### src/rtl/instr_fetch_unit.sv
// Instruction fetch unit: issues word-aligned fetch requests to instruction
// memory, keeps a 2-entry in-order instruction buffer for decode, and handles
// redirects by flushing the buffer and discarding responses to stale requests.
//
// Ports:
//   clk, rst_n                      clock, asynchronous active-low reset
//   imem_req_valid/ready/addr       fetch request channel (held until accepted)
//   imem_rsp_valid/data             in-order fetch responses, no backpressure
//   redirect_valid/redirect_pc      taken branch / jump target from downstream
//   if_valid/ready/instr/pc/opcode  head instruction to decode
module instr_fetch_unit #(
    parameter logic [31:0] RESET_PC  = 32'h0000_0000,
    parameter logic [31:0] NOP_INSTR = 32'h0000_0013
) (
    input  logic        clk,
    input  logic        rst_n,
    output logic        imem_req_valid,
    input  logic        imem_req_ready,
    output logic [31:0] imem_req_addr,
    input  logic        imem_rsp_valid,
    input  logic [31:0] imem_rsp_data,
    input  logic        redirect_valid,
    input  logic [31:0] redirect_pc,
    output logic        if_valid,
    input  logic        if_ready,
    output logic [31:0] if_instr,
    output logic [31:0] if_pc,
    output logic [6:0]  if_opcode
);

    typedef enum logic [1:0] {StBoot, StRun, StDrain} state_t;

    state_t      state_q, state_d;
    logic [31:0] pc_q, pc_d;
    logic [31:0] rsp_pc_q, rsp_pc_d;     // PC of the next non-stale response
    logic        hold_q, hold_d;         // request presented but not yet accepted
    logic        hold_stale_q, hold_stale_d;
    logic [31:0] hold_addr_q, hold_addr_d;
    logic [1:0]  outst_q, outst_d;
    logic [1:0]  stale_q, stale_d;
    logic [1:0]  cnt_q, cnt_d;
    logic [31:0] buf_instr_q [2];
    logic [31:0] buf_instr_d [2];
    logic [31:0] buf_pc_q [2];
    logic [31:0] buf_pc_d [2];

    logic        issue_ok, accept, rsp_take, push, pop;
    logic [31:0] redirect_tgt;

    assign redirect_tgt = redirect_pc & ~32'h3;

    assign issue_ok       = (state_q == StRun) &&
                            (({1'b0, outst_q} + {1'b0, cnt_q}) < 3'd2);
    assign imem_req_valid = hold_q | issue_ok;
    assign imem_req_addr  = hold_q ? hold_addr_q : pc_q;
    assign accept         = imem_req_valid & imem_req_ready;

    // Responses with nothing outstanding are spurious and ignored entirely.
    assign rsp_take = imem_rsp_valid & (outst_q != 2'd0);
    // Stale requests are always the oldest, so a non-zero stale count means
    // the current response belongs to one of them.
    assign push     = rsp_take & (stale_q == 2'd0) & ~redirect_valid;
    assign pop      = (cnt_q != 2'd0) & if_ready;

    assign if_valid  = (cnt_q != 2'd0);
    assign if_instr  = if_valid ? buf_instr_q[0] : NOP_INSTR;
    assign if_pc     = if_valid ? buf_pc_q[0] : 32'h0;
    assign if_opcode = if_instr[6:0];

    always_comb begin
        hold_d       = imem_req_valid & ~imem_req_ready;
        hold_addr_d  = imem_req_addr;
        hold_stale_d = hold_d & (hold_stale_q | redirect_valid);

        outst_d = outst_q + {1'b0, accept} - {1'b0, rsp_take};

        if (redirect_valid) begin
            // Everything still in flight, including a request accepted now.
            stale_d = outst_d;
        end else begin
            stale_d = stale_q + {1'b0, accept & hold_stale_q}
                      - {1'b0, rsp_take & (stale_q != 2'd0)};
        end

        if (redirect_valid) begin
            pc_d = redirect_tgt;
        end else if (accept && !hold_stale_q) begin
            pc_d = imem_req_addr + 32'd4;
        end else begin
            pc_d = pc_q;
        end

        if (redirect_valid) begin
            rsp_pc_d = redirect_tgt;
        end else if (push) begin
            rsp_pc_d = rsp_pc_q + 32'd4;
        end else begin
            rsp_pc_d = rsp_pc_q;
        end

        buf_instr_d = buf_instr_q;
        buf_pc_d    = buf_pc_q;
        cnt_d       = cnt_q;
        if (pop) begin
            buf_instr_d[0] = buf_instr_q[1];
            buf_pc_d[0]    = buf_pc_q[1];
            cnt_d          = cnt_q - 2'd1;
        end
        // The issue limit guarantees at most one entry is occupied here.
        if (push) begin
            buf_instr_d[cnt_d[0]] = imem_rsp_data;
            buf_pc_d[cnt_d[0]]    = rsp_pc_q;
            cnt_d                 = cnt_d + 2'd1;
        end
        if (redirect_valid) begin
            cnt_d = 2'd0;
        end

        state_d = state_q;
        unique case (state_q)
            StBoot: state_d = StRun;
            StRun: begin
                if (redirect_valid && ((stale_d != 2'd0) || hold_d)) begin
                    state_d = StDrain;
                end
            end
            StDrain: begin
                if (!redirect_valid && (stale_d == 2'd0) && !hold_d) begin
                    state_d = StRun;
                end
            end
            default: state_d = StBoot;
        endcase
    end

    always_ff @(posedge clk or negedge rst_n) begin
        if (!rst_n) begin
            state_q        <= StBoot;
            pc_q           <= RESET_PC;
            rsp_pc_q       <= RESET_PC;
            hold_q         <= 1'b0;
            hold_stale_q   <= 1'b0;
            hold_addr_q    <= 32'h0;
            outst_q        <= 2'd0;
            stale_q        <= 2'd0;
            cnt_q          <= 2'd0;
            buf_instr_q[0] <= 32'h0;
            buf_instr_q[1] <= 32'h0;
            buf_pc_q[0]    <= 32'h0;
            buf_pc_q[1]    <= 32'h0;
        end else begin
            state_q        <= state_d;
            pc_q           <= pc_d;
            rsp_pc_q       <= rsp_pc_d;
            hold_q         <= hold_d;
            hold_stale_q   <= hold_stale_d;
            hold_addr_q    <= hold_addr_d;
            outst_q        <= outst_d;
            stale_q        <= stale_d;
            cnt_q          <= cnt_d;
            buf_instr_q[0] <= buf_instr_d[0];
            buf_instr_q[1] <= buf_instr_d[1];
            buf_pc_q[0]    <= buf_pc_d[0];
            buf_pc_q[1]    <= buf_pc_d[1];
        end
    end

endmodule

### config.mk
export PLATFORM = sky130hd
export DESIGN_NAME = instr_fetch_unit
export DESIGN_NICKNAME = d
export VERILOG_FILES = /design/src/rtl/instr_fetch_unit.sv
export SDC_FILE = /design/constraint.sdc
export NUM_CORES = 1
export LEC_CHECK = 0
export CAP_MARGIN = 20
export CORE_MARGIN = 3
export CORE_UTILIZATION = 40
export CTS_BUF_LIST = sky130_fd_sc_hd__clkbuf_8
export DETAILED_ROUTE_END_ITERATION = 7
export DONT_BUFFER_PORTS = 1
export HOLD_SLACK_MARGIN = 0.15
export PLACE_DENSITY_LB_ADDON = 0.05
export SYNTH_ARGS = -nofsm -noshare
export SYNTH_HDL_FRONTEND = slang
export SYNTH_SLANG_ARGS = --single-unit
### constraint.sdc
create_clock -name clk -period 3.9 [get_ports clk]
set_input_delay 0.78 -clock clk [delete_from_list [all_inputs] [get_ports clk]]
set_output_delay 0.78 -clock clk [all_outputs]
set_load 0.01 [all_outputs]
**After elaboration in Yosys (flattened, before gate mapping)**

Cells that the tools add are included.

- $add $sub $neg: 9
- Magnitude comparators: 3
- Equal/unequal tests: 4
- Mux-type cells: 22
- Bitwise gates (word level): 14
- Reduce and logical (&&, ||, !) cells: 20

Operators with widths:

| kind | count |
|---|---|
| 32-bit 2-to-1 mux | 10 |
| 64-bit bitwise mux | 2 |
| 64-bit 2-to-1 mux | 2 |
| 32-bit by 3-bit adder with 32-bit output, second input constant | 2 |
| 32-bit demux with 1-bit select | 1 |
| 2-bit 2-to-1 mux | 6 |
| 2-bit nonzero test | 6 |
| 1-bit AND | 9 |
| 1-bit logical AND | 6 |
| 2-bit logical NOT | 3 |
| 2-bit one-hot mux with 3 select lines | 1 |
| 2-bit by 1-bit adder with 2-bit output | 2 |
| 2-bit by 1-bit subtractor with 2-bit output | 2 |
| 2-bit by 2-bit adder with 3-bit output | 1 |
| 1-bit logical NOT | 3 |
| 3-bit by 2-bit < comparator with 1-bit output, second input constant | 1 |
| 2-bit by 1-bit adder with 2-bit output, second input constant | 1 |
| 2-bit by 1-bit equality test with 1-bit output, second input constant | 1 |
| 2-bit equality test, second input constant | 1 |
| 2-bit greater-or-equal comparator, second input constant | 1 |
| 2-bit by 1-bit < comparator with 1-bit output, second input constant | 1 |
| 2-bit by 1-bit inequality test with 1-bit output, second input constant | 1 |
| 2-bit inequality test, second input constant | 1 |
| 1-bit NOT | 2 |
| other kinds (5) | 6 |

- Register bits: 234
- Input port bits: 70
- Output and inout bits: 105
- Word-level logic and storage cells: 85

**Depth between registers and ports, before layout**

Gate-level depths: netlist (run 1).

- Depth in word-level cells: 14
- Mapped depth: 13
- Depth with buffers taken out: 13

**Worst setup path after synthesis (run 1)**

No wires, ideal clock.

- Path kind: reg2reg
- Start point: reg outst_q[0]
- End point: reg state_q[0]
- Library setup time: 66 ps
- Arrival time: 3135 ps
- Data required time: 3834 ps
- Path slack: 698 ps
- Stages on the path, launching flop included: 13
- Buffers on the path: 0
- Clock period less this slack: 3202 ps
- Path through: dfrtp_1 -> and2_1 -> fa_1 -> nor4b_2 -> or2_2 -> nand3_1 -> ha_1 -> inv_1 -> ha_1 -> mux2_2 -> or3b_1 -> o31ai_1 -> o31a_1

- Cells in the longest elaborated chain, start to end: 14
- Elaborated cells on any way between the ends: 25
- Those cells by class: 5 x add/sub; 1 x order compare; 2 x eq/ne; 1 x mux; 6 x bitwise; 10 x reduce/logical

RTL lines:

| item | RTL line | source |
|---|---|---|
| from (decl) | 39 | `logic [1:0] outst_q, outst_d;` |
| from (signal assigned) | 158 | `outst_q <= outst_d;` |
| 2-bit by 2-bit adder with 3-bit output (*) | 53 | `(({1'b0, outst_q} + {1'b0, cnt_q}) < 3'd2);` |
| 3-bit by 2-bit < comparator with 1-bit output (*) | 53 |  |
| 1-bit logical AND (*) | 52 | `assign issue_ok = (state_q == StRun) &&` |
| 1-bit OR (*) | 54 | `assign imem_req_valid = hold_q \| issue_ok;` |
| via imem_req_valid | 17 | `output logic imem_req_valid,` |
| 1-bit AND (*) | 56 | `assign accept = imem_req_valid & imem_req_ready;` |
| 1-bit AND | 81 | `stale_d = stale_q + {1'b0, accept & hold_stale_q}` |
| 2-bit by 1-bit adder with 2-bit output | 81 |  |
| 2-bit by 1-bit subtractor with 2-bit output | 82 | `- {1'b0, rsp_take & (stale_q != 2'd0)};` |
| 2-bit 2-to-1 mux (*) | 77 | `if (redirect_valid) begin` |
| via stale_d[0] | 40 | `logic [1:0] stale_q, stale_d;` |
| 2-bit logical NOT / 2-bit nonzero test (equally long branches) | 128, 123 |  |
| 1-bit logical AND / 1-bit logical OR (equally long branches) | 128, 123 |  |
| 1-bit logical AND, on equally long branches | 128, 123 |  |
| 2-bit inequality test (no source line) / 2-bit by 1-bit inequality test with 1-bit output (equally long branches) | n/a |  |
| 2-bit AND reduction (no source line) (*) | n/a |  |
| to (signal assigned) | 138 | `state_q <= StBoot;` |
| to (signal assigned) | 152 | `state_q <= state_d;` |
| to (decl) | 33 | `state_t state_q, state_d;` |

The timed path passes the listed nets; every way through them passes the cells marked *.
A chain may end at the register's enable or synchronous reset.

**Worst setup path after layout (run 1)**

Ends and elaborated chain as after synthesis.

==> results_dict.tcl, run 1 <==
set metrics [dict create \
    status "finished with violations" \
    violations "negative hold slack" \
    crit_path_max_incr_delay_ps 460 \
    initial_utilization 0.409 \
    hpwlAfterDp_microns 17200 \
    tritoncts "built" \
    crit_path_start_kind "flip-flop" \
    synth_area_per_cell_sq_um 9.99 \
    fp.dieArea_sq_um 29700 \
    die_y_microns 172 \
    n_antenna_cell 0 \
    cpMostUsedCell "ha_1" \
    report.final.slew_viol_count 0 \
    root_buffer "clkbuf_8" \
    synth_compound_area_frac 0.0919 \
    synth_cells 1106 \
    hold_class "primary input to asynchronous set/reset pin" \
    ys_warn_count 0 \
    syn_area_sq_um 11100 \
    drt_iter0_drc 470 \
    holdWs_ps -56.8 \
    skew_ps 13.5 \
    synthAdderAreaFrac 0.00974 \
    synth_simple_gate_area_frac 0.197 \
    intPower_mw 6.06 \
    fin_crit_ps 3540 \
    synth_async_sr_flop_share 1.00 \
    viasPerCell 5.37 \
    via_count 7874 \
    ys_ff_latch 230 \
    grt_max_degree 231 \
    drc_errors 0 \
    drive_gt1_frac 0.162 \
    critPathMaxFanout 5 \
    antenna_found_initial 0 \
    synth_xor_area_frac 0.0483 \
    maxCapViolations 0 \
    cts_resized 0 \
    peakVddDrop_v 0.000366 \
    ys.flop_type "dfrtp_1" \
    portBuffers 0 \
    synthMuxAreaShare 0.0990 \
    grt_pass1_wl_microns 43000 \
    gp_congestion 0.782 \
    post_drt_wl_per_cell_microns 18.5 \
    max_slew_margin 0.469 \
    grt_usage 0.182 \
    ios 175 \
    p_leak_nw 5.23 \
    yosysSeqAreaShare 0.521 \
    setup_viol 0 \
    synth_nets 1184 \
    pwr-share-clk 0.243 \
    synth.distinct_cells 55 \
    fillCellCount 2573 \
    crit_type "flip-flop to flip-flop" \
    end_kind "flip-flop" \
    clockBufferDepth 3 \
    crit_slowest_cell "fa_1" \
    htree_num_levels 2 \
    synth_edf_count 0 \
    p_comb_frac 0.351 \
    worstPathCellList "and2_1, fa_1, nor4b_2, or2_2, nand3_1, ha_1, inv_1, ha_1, mux2_2, or3b_1, o31ai_1, o31a_1" \
    p_seq_frac 0.406 \
    finalCritPeriodShare 0.908 \
    fmax_mhz 282 \
    hold_viol 44 \
    grt_overflow 0 \
    worst_slew_pin_slew_ps 797 \
    cts_sinks 230 \
    fin_setup_tns_ps 0 \
    die-width_microns 172 \
    final_cells 1465 \
    power_density_nw_per_um2 790 \
    clkTransAtPathRegs_ps 60 \
    synth_top_family_by_area "simple AND/OR/NAND/NOR gates" \
    dp.cells 1391 \
    postRouteAntennaNets 0 \
    drt_wl_total_microns 27100 \
    critPathArrivalTime_ps 4000 \
    p_sw_mw 3.59 \
    rows 60 \
    critPathRequiredTime_ps 4360 \
    nets 1173 \
    core_area_sq_um 27000 \
    cts_setup_buffers 0 \
    switching_share 0.372 \
    power.total_mw 9.65 \
    rsz0062_at_grt "no" \
    syn_to_final_growth_pct 10.5 \
    clock_latency_ps 530 \
    cts_buffers 43 \
    grt_pass1_vias 7820 \
    firstDrtPassIters 7 \
]
cell usage in the layout, fill, tap and decap left out, types with 4 or more instances in the layout:
cell type / count
nand3_1: 24
xnor2_1: 37
dfrtp_1: 229
clkbuf_8: 57
nor2_1: 83
xor2_1: 24
o211ai_1: 21
o21a_1: 4
nand3b_1: 5
nor3_1: 15
buf_4: 15
mux2_2: 90
nand4_1: 16
nand4b_1: 4
o22ai_1: 6
a21oi_1: 8
inv_1: 30
mux2i_1: 8
nor2b_1: 65
nand2_1: 210
a22oi_1: 5
ha_1: 5
a31oi_1: 64
and3_1: 8
and2_1: 4
or2_2: 4
nand2b_1: 5
o21ai_0: 34
power by group through the flow:
stage,Clock (mW),Sequential [mW],Combinational (mW)
after global routing,2.54,4.06,3.81
after CTS,2.43,3.93,3.45
after detailed placement,0,3.96,3.44
final,2.34,3.92,3.38
after global placement,0,3.94,3.40
after floorplan,0,3.73,2.88
critical path, delay by kind of cell, from the launching register on:
kind | cells | cell delay (ps)
and+or+nand+nor | 5 | 1380
AOI/OAI and AO/OA | 2 | 380
muxes | 1 | 280
buffers and inverters | 1 | 40
adders and majority gates | 3 | 990
DFF | 1 | 420
metrics by stage:
stage	cell area, sq um	hold WS [ps]	util	worst slack, ps
floorplan	11100	468	-	698
global placement	11300	484	0.420	421
detailed placement	11300	490	0.420	376
CTS	12200	-94.3	0.452	365
global route	12200	-97.4	0.452	182
finish	12200	-56.8	0.452	358
final cells by class:
| type | instances | area, sq um | area share |
|---|---|---|---|
| clock inverters | 17 | 91.3 | 0.00748 |
| well taps | 341 | 427 | 0.0349 |
| repair buffers | 17 | 153 | 0.0125 |
| clock buffers | 57 | 785 | 0.0642 |
| inverters | 15 | 56.3 | 0.00461 |
| multi-input cells | 788 | 4950 | 0.405 |
| flip-flops and latches | 230 | 5760 | 0.471 |
routing by layer:
layer | global-route usage | part of all wire | wire length (microns)
met1 | 0.252 | 0.46 | 12500
met4 | 0.0500 | 0.023 | 622
met5 | 0 | 0 | 0
met3 | 0.0558 | 0.079 | 2140
met2 | 0.279 | 0.44 | 11900
registers in the layout (all words and copies together), names as in the netlist:
| register | cells |
|---|---|
| buf_instr_q | 64 |
| rsp_pc_q | 30 |
| hold_addr_q | 32 |
| outst_q | 2 |
| state_q | 2 |
| pc_q | 32 |
| hold_q | 1 |
| stale_q | 2 |
| buf_pc_q | 62 |
| cnt_q | 2 |
| hold_stale_q | 1 |
kinds of logic (layout without fill, tap and decap cells):
logic type	count (synthesis)	count (layout)
flops	230	230
compound gates	160	160
buf+inv	88	106
mux	98	98
simple gates	461	461
xor+xnor	61	61
fa+ha+maj	8	8
Yosys cell counts (all sizes together), types with 2 or more instances:
| cell type | count | area (sq um) |
|---|---|---|
| a21boi | 3 | 22.5 |
| and4 | 3 | 26.3 |
| nor4bb | 2 | 20.0 |
| nand2 | 211 | 792 |
| nand2b | 5 | 31.3 |
| nand3 | 25 | 130 |
| o21a | 4 | 30.0 |
| o211ai | 21 | 158 |
| mux2i | 8 | 80.1 |
| nor4b | 3 | 45.0 |
| nand3b | 5 | 37.5 |
| nand4b | 4 | 35.0 |
| or2 | 4 | 25.0 |
| a22o | 2 | 17.5 |
| a31oi | 64 | 400 |
| and2 | 4 | 25.0 |
| and3 | 8 | 50.1 |
| xnor2 | 37 | 324 |
| clkbuf | 55 | 206 |
| xor2 | 24 | 210 |
| buf | 18 | 106 |
| dfrtp | 230 | 5760 |
| o21ai | 37 | 185 |
| nor2 | 83 | 312 |
| nand4 | 17 | 113 |
| a21oi | 9 | 48.8 |
| ha | 7 | 87.6 |
| nor2b | 66 | 413 |
| or3 | 3 | 18.8 |
| o22ai | 6 | 37.5 |
| mux2 | 90 | 1010 |
| nor3 | 15 | 75.1 |
| inv | 15 | 56.3 |
| a22oi | 5 | 37.5 |
path summary, 6_finish.rpt:
kind / startpoint / slack (ps) / depth (start not counted) / end
setup reg to reg: outst_q[0]$_DFF_PN0_ / 360 / 12 / state_q[0]$_DFFE_PN0P_
hold reg to reg: buf_instr_q[11]$_DFFE_PN0P_ / 500 / 1 / buf_instr_q[11]$_DFFE_PN0P_
hold / removal: rst_n / -60 / 0 / buf_instr_q[6]$_DFFE_PN0P_
max in group asynchronous: rst_n / 3520 / 0 / hold_q$_DFF_PN0_
setup / recovery: outst_q[0]$_DFF_PN0_ / 360 / 12 / state_q[0]$_DFFE_PN0P_
min in group clk: redirect_valid / 350 / 1 / cnt_q[0]$_DFF_PN0_
Power figures use the tool's default switching activity.
==> run 2: changes to the inputs <==
--- a/config.mk
+++ b/config.mk
@@ -8,10 +8,9 @@
 export CAP_MARGIN = 20
 export CORE_MARGIN = 3
 export CORE_UTILIZATION = 40
-export CTS_BUF_LIST = sky130_fd_sc_hd__clkbuf_8
 export DETAILED_ROUTE_END_ITERATION = 7
 export DONT_BUFFER_PORTS = 1
-export HOLD_SLACK_MARGIN = 0.15
+export HOLD_SLACK_MARGIN = 0.08
 export PLACE_DENSITY_LB_ADDON = 0.05
 export SYNTH_ARGS = -nofsm -noshare
 export SYNTH_HDL_FRONTEND = slang
==> constraint.sdc (replaced) <==
create_clock -name clk -period 3.95 [get_ports clk]
set_input_delay 0.79 -clock clk [delete_from_list [all_inputs] [get_ports clk]]
set_output_delay 0.79 -clock clk [all_outputs]
set_load 0.01 [all_outputs]
==> run 2 against run 1 <==
First-iteration DRC count fell by 3.2%. Critical path type unchanged. Critical path depth did not move. Register-to-register slack gained 60 ps. Clock power up 6%. Utilization is 0.14 points higher. The flow still finishes with violations (negative hold slack). Clock skew down 4.9 ps. Total power up 0.46%. Sequential share of layout area decreased by 0.15 points. Sequential power decreased by 2%.
==> results_dict.tcl, run 2 (synthesis gave the netlist of run 1 again) <==
set metrics [dict create \
    holdWs_ps -40.1 \
    clock_latency_ps 530 \
    mostFrequentLayoutCells "dfrtp_1, nand2_1, mux2_2" \
    finalCritPeriodShare 0.895 \
    syn_to_final_growth_pct 10.9 \
    nets 1159 \
    die_y_microns 172 \
    worst_slew_pin_slew_ps 783 \
    crit_type "flip-flop to flip-flop" \
    n_antenna_cell 0 \
    grt_pass1_vias 7763 \
    final_util 0.453 \
    fin_setup_tns_ps 0 \
    max_slew_margin 0.478 \
    cts_buffers 28 \
    power_density_nw_per_um2 791 \
    core_area_sq_um 27000 \
    crit_path_start_kind "flip-flop" \
    maxCapViolations 0 \
    reg_top3 "buf_instr_q x64, buf_pc_q x62" \
    crit_slowest_cell "fa_1" \
    final_common_cell "dfrtp_1" \
    drt_wl_total_microns 26700 \
    portBuffers 0 \
    gp_congestion 0.789 \
    peakVddDrop_v 0.000376 \
    rsz0062_at_grt "no" \
    postRouteAntennaNets 0 \
    htree_num_levels 1 \
    status "finished with violations" \
    cts_sinks 230 \
    crit_path_max_incr_delay_ps 450 \
    grt_overflow 0 \
    skew_ps 8.55 \
    cp_num_buf_inv 1 \
    post_drt_wl_per_cell_microns 18.5 \
    hpwlAfterDp_microns 17200 \
    fmax_mhz 283 \
    grt_usage 0.180 \
    viasPerCell 5.35 \
    cp_top_family "simple AND/OR/NAND/NOR gates" \
    die-width_microns 172 \
    tritoncts "built" \
    ios 175 \
    via_count 7713 \
    drive_gt1_frac 0.153 \
    fillCellCount 2561 \
    root_buffer "clkbuf_16" \
    fin_crit_ps 3530 \
    top_register "buf_instr_q" \
    p_leak_nw 5.18 \
    critPathArrivalTime_ps 4000 \
    grt_pass1_wl_microns 42900 \
    clkTransAtPathRegs_ps 60 \
    rows 60 \
    fp.dieArea_sq_um 29700 \
    report.final.slew_viol_count 0 \
    grt_max_degree 231 \
    end_kind "flip-flop" \
    initial_utilization 0.409 \
    critPathMaxFanout 5 \
    hold_viol 29 \
    firstDrtPassIters 5 \
    cpMostUsedCell "ha_1" \
    hold_class "primary input to asynchronous set/reset pin" \
    antenna_found_initial 1 \
    worstPathCellList "and2_1, fa_1, nor4b_2, or2_2, nand3_1, ha_1, inv_1, ha_1, mux2_2, or3b_1, o31ai_1, o31a_1" \
    setup_viol 0 \
    clockBufferDepth 3 \
    largest_register_ffs 64 \
    drt_iter0_drc 455 \
    drc_errors 0 \
    violations "negative hold slack" \
    critPathRequiredTime_ps 4420 \
]
-- run 2: cell types whose count changed in the layout (fill, tap and decap cells not counted), moves of 6 or more --
cell,previous run,this run
clkbuf_8,57,9
inv_1,30,15
clkinv_2,1,7
clkbuf_1,0,6
clkbuf_16,0,29
-- run 2: what timing repair did --
item	in CTS	in global routing
setup buffers	0	0
resized for setup	0	0
endpoints found under the hold margin	230	230
endpoints found under the setup margin	0	0
-- run 2: power by group --
part	total (mW)	leakage (nW)	internal [mW]	switching, mW
Sequential	3.85	2.87	3.27	0.580
Combinational	3.35	1.86	1.37	1.99
Clock	2.49	0.457	1.50	0.984
Total	9.69	5.18	6.14	3.55
-- run 2: stage by stage --
step | power (mW) | worst slack (ps) | area [sq um] | std cells
after floorplan | 6.53 | 748 | 11100 | 1106
after global placement | 7.24 | 463 | 11300 | 1392
after detailed placement | 7.30 | 422 | 11300 | 1392
after CTS | 9.85 | 418 | 12300 | 1443
after global routing | 10.4 | 193 | 12300 | 1443
final | 9.69 | 417 | 12300 | 1443
-- run 2: routing by layer --
layer  wire length [microns]  up-vias  GRT usage
met5                      13        -          0
met4                     659        2     0.0486
met3                    1850       45     0.0446
met2                   11400      199      0.271
met1                   12800     3717      0.259
li1                        -     3750          -
-- run 2: worst paths after layout --
check | startpoint | to | slack, ps | depth (start not counted)
worst max-delay path | outst_q[0]$_DFF_PN0_ | state_q[0]$_DFFE_PN0P_ | 420 | 12
min in group clk | imem_req_ready | hold_q$_DFF_PN0_ | 360 | 1
worst min register to register | buf_pc_q[26]$_DFFE_PN0P_ | buf_pc_q[26]$_DFFE_PN0P_ | 500 | 1
worst max register to register | outst_q[0]$_DFF_PN0_ | state_q[0]$_DFFE_PN0P_ | 420 | 12
worst min-delay path | rst_n | buf_instr_q[6]$_DFFE_PN0P_ | -40 | 0
max in group asynchronous | rst_n | outst_q[0]$_DFF_PN0_ | 3440 | 0
-- run 2: cell type report --
cell class                      count  area, sq um  area share
Tap cell                          341          427      0.0348
Inverter                           15         56.3     0.00460
Clock buffer                       44          872      0.0712
Multi-Input combinational cell    788         4950       0.404
Timing Repair Buffer               18          160      0.0131
Clock inverter                      7         35.0     0.00286
Sequential cell                   230         5760       0.470
==> run 3: changes to the inputs <==
--- a/config.mk
+++ b/config.mk
@@ -7,7 +7,7 @@
 export LEC_CHECK = 0
 export CAP_MARGIN = 20
 export CORE_MARGIN = 3
-export CORE_UTILIZATION = 40
+export CORE_UTILIZATION = 57
 export DETAILED_ROUTE_END_ITERATION = 7
 export DONT_BUFFER_PORTS = 1
 export HOLD_SLACK_MARGIN = 0.08
==> constraint.sdc (replaced) <==
create_clock -name clk -period 3.9 [get_ports clk]
set_input_delay 0.39 -clock clk [delete_from_list [all_inputs] [get_ports clk]]
set_output_delay 0.39 -clock clk [all_outputs]
set_load 0.01 [all_outputs]
==> run 3 against run 2 <==
The run still ends with negative hold slack left. Total power is 3.1% higher. Sequential share of layout area decreased by 1.5 points. Worst setup slack improved by 18 ps. Design area up 3.3%. Flip-flop and latch count is the same. Combinational power rose by 2%. Cell count decreased by 2.6%. Die area decreased by 29%. Hold slack worse by 380 ps. Wire length shrank 1.3%. Register-to-register slack improved by 20 ps. Via count grew 4.5%. Critical endpoint unchanged.
==> results_dict.tcl, run 3 (synthesis gave the netlist of run 1 again) <==
set metrics [dict create \
    rr_endpoint "state_q[0]$_DFFE_PN0P_" \
    grt_max_degree 231 \
    post_drt_wl_per_cell_microns 18.8 \
    nets 1202 \
    via_count 8060 \
    reg_top3 "buf_instr_q x64, buf_pc_q x62" \
    critPathArrivalTime_ps 3920 \
    postRouteAntennaNets 0 \
    firstDrtPassIters 7 \
    setup_viol 0 \
    core_area_sq_um 18900 \
    grt_usage 0.247 \
    fin_setup_tns_ps 0 \
    htree_num_levels 1 \
    cts_resized 0 \
    clockBufferDepth 3 \
    crit_path_start_kind "flip-flop" \
    rows 50 \
    drive_gt1_frac 0.146 \
    drt_wl_total_microns 26400 \
    die_y_microns 145 \
    power_density_nw_per_um2 789 \
    portBuffers 0 \
    grt_pass1_vias 7853 \
    final_cells 1405 \
    antenna_found_initial 2 \
    power.total_mw 9.99 \
    report.final.slew_viol_count 0 \
    worst_slew_pin_slew_ps 900 \
    crit_type "flip-flop to flip-flop" \
    hpwlAfterDp_microns 16900 \
    reg2reg_slack_ps 430 \
    die-width_microns 145 \
    use_met3 0.0475 \
    grt_pass1_wl_microns 43000 \
    ios 175 \
    critPathRequiredTime_ps 4350 \
    dp.cells 1307 \
    initial_utilization 0.585 \
    skew_ps 10.9 \
    timing.rr.start "outst_q[0]$_DFF_PN0_" \
    final_util 0.670 \
    fin_crit_ps 3470 \
    gp_congestion 0.894 \
    holdWs_ps -417 \
    cts_buffers 25 \
    finalCritPeriodShare 0.889 \
    end_kind "flip-flop" \
    hold_class "primary input to asynchronous set/reset pin" \
    rsz0062_at_grt "no" \
    fmax_mhz 289 \
    fillCellCount 1505 \
    fp.dieArea_sq_um 21100 \
    largest_register_ffs 64 \
    hold_viol 230 \
    drc_errors 0 \
    met2_usage 0.389 \
    cts_hold_buf 50 \
    critPathMaxFanout 5 \
    final_common_cell "dfrtp_1" \
    clock_latency_ps 510 \
    maxCapViolations 0 \
    tritoncts "built" \
    status "finished with violations" \
    top_register "buf_instr_q" \
    max_slew_margin 0.400 \
    p_leak_nw 5.39 \
    grt.busiest_layer "met2" \
    mostFrequentLayoutCells "dfrtp_1, nand2_1, mux2_2" \
    viasPerCell 5.74 \
    root_buffer "clkbuf_16" \
    grt_overflow 0 \
    syn_to_final_growth_pct 14.5 \
    drt_iter0_drc 410 \
    reg2regPathDepth 12 \
    violations "negative hold slack" \
    cts_setup_buffers 0 \
    clkTransAtPathRegs_ps 60 \
    cts_sinks 230 \
    use_met1 0.357 \
    peakVddDrop_v 0.000571 \
]
[run 3: cell count changes in the layout (fill, tap and decap cells not counted), sizes merged]
cell         before  now
diode             0    2
inv              15   16
dlygate4sd3       0   49
clkbuf           44   34
buf              18   15
bufinv            0    5
clkinv            7    6
[run 3: cell type report]
type	instances	area, sq um	share of cell area
Clock buffer	34	749	0.0592
Timing Repair Buffer	64	628	0.0496
Tap cell	260	325	0.0257
Inverter	15	56.3	0.00445
Multi-Input combinational cell	788	4950	0.391
Sequential cell	230	5760	0.455
Antenna cell	2	5.00	0.000395
Clock inverter	12	189	0.0149
[run 3: per-layer routing]
metal	share of wire	vias to the layer above
li1	-	3836
met1	0.45	3948
met2	0.46	235
met3	0.063	41
met4	0.022	0
met5	0	-
[run 3: worst max-delay path: stages (launching register included)]
cell	delay, ps
dfrtp_1	420
and2_1	170
fa_1	460
nor4b_2	390
or2_2	240
nand3_1	90
ha_1	270
inv_1	40
ha_1	250
mux2_2	280
or3b_1	400
o31ai_1	220
o31a_1	170
[run 3: metrics by stage]
stage,setup WS (ps),instance area (sq um)
2_1_floorplan,698,11100
3_3_place_gp,534,11200
3_5_place_dp,482,11200
4_1_cts,450,12700
5_1_grt,284,12700
6_report,434,12700
[run 3: how the worst max path moves through the flow]
stage / start / end / slack, ps / depth (start not counted)
after floorplan: outst_q[0]$_DFF_PN0_ / state_q[0]$_DFFE_PN0P_ / 700 / 12
after global placement: outst_q[0]$_DFF_PN0_ / state_q[0]$_DFFE_PN0P_ / 530 / 12
after detailed placement: outst_q[0]$_DFF_PN0_ / state_q[0]$_DFFE_PN0P_ / 480 / 12
after CTS: outst_q[0]$_DFF_PN0_ / state_q[0]$_DFFE_PN0P_ / 450 / 12
after global routing: outst_q[0]$_DFF_PN0_ / state_q[0]$_DFFE_PN0P_ / 280 / 13
final: outst_q[0]$_DFF_PN0_ / state_q[0]$_DFFE_PN0P_ / 430 / 12
[run 3: report_power, final]
group	leakage (nW)	switching, mW	internal [mW]
sequential	2.87	0.624	3.31
combinational	2.05	2.02	1.41
clock	0.471	0.955	1.67
total	5.39	3.60	6.39
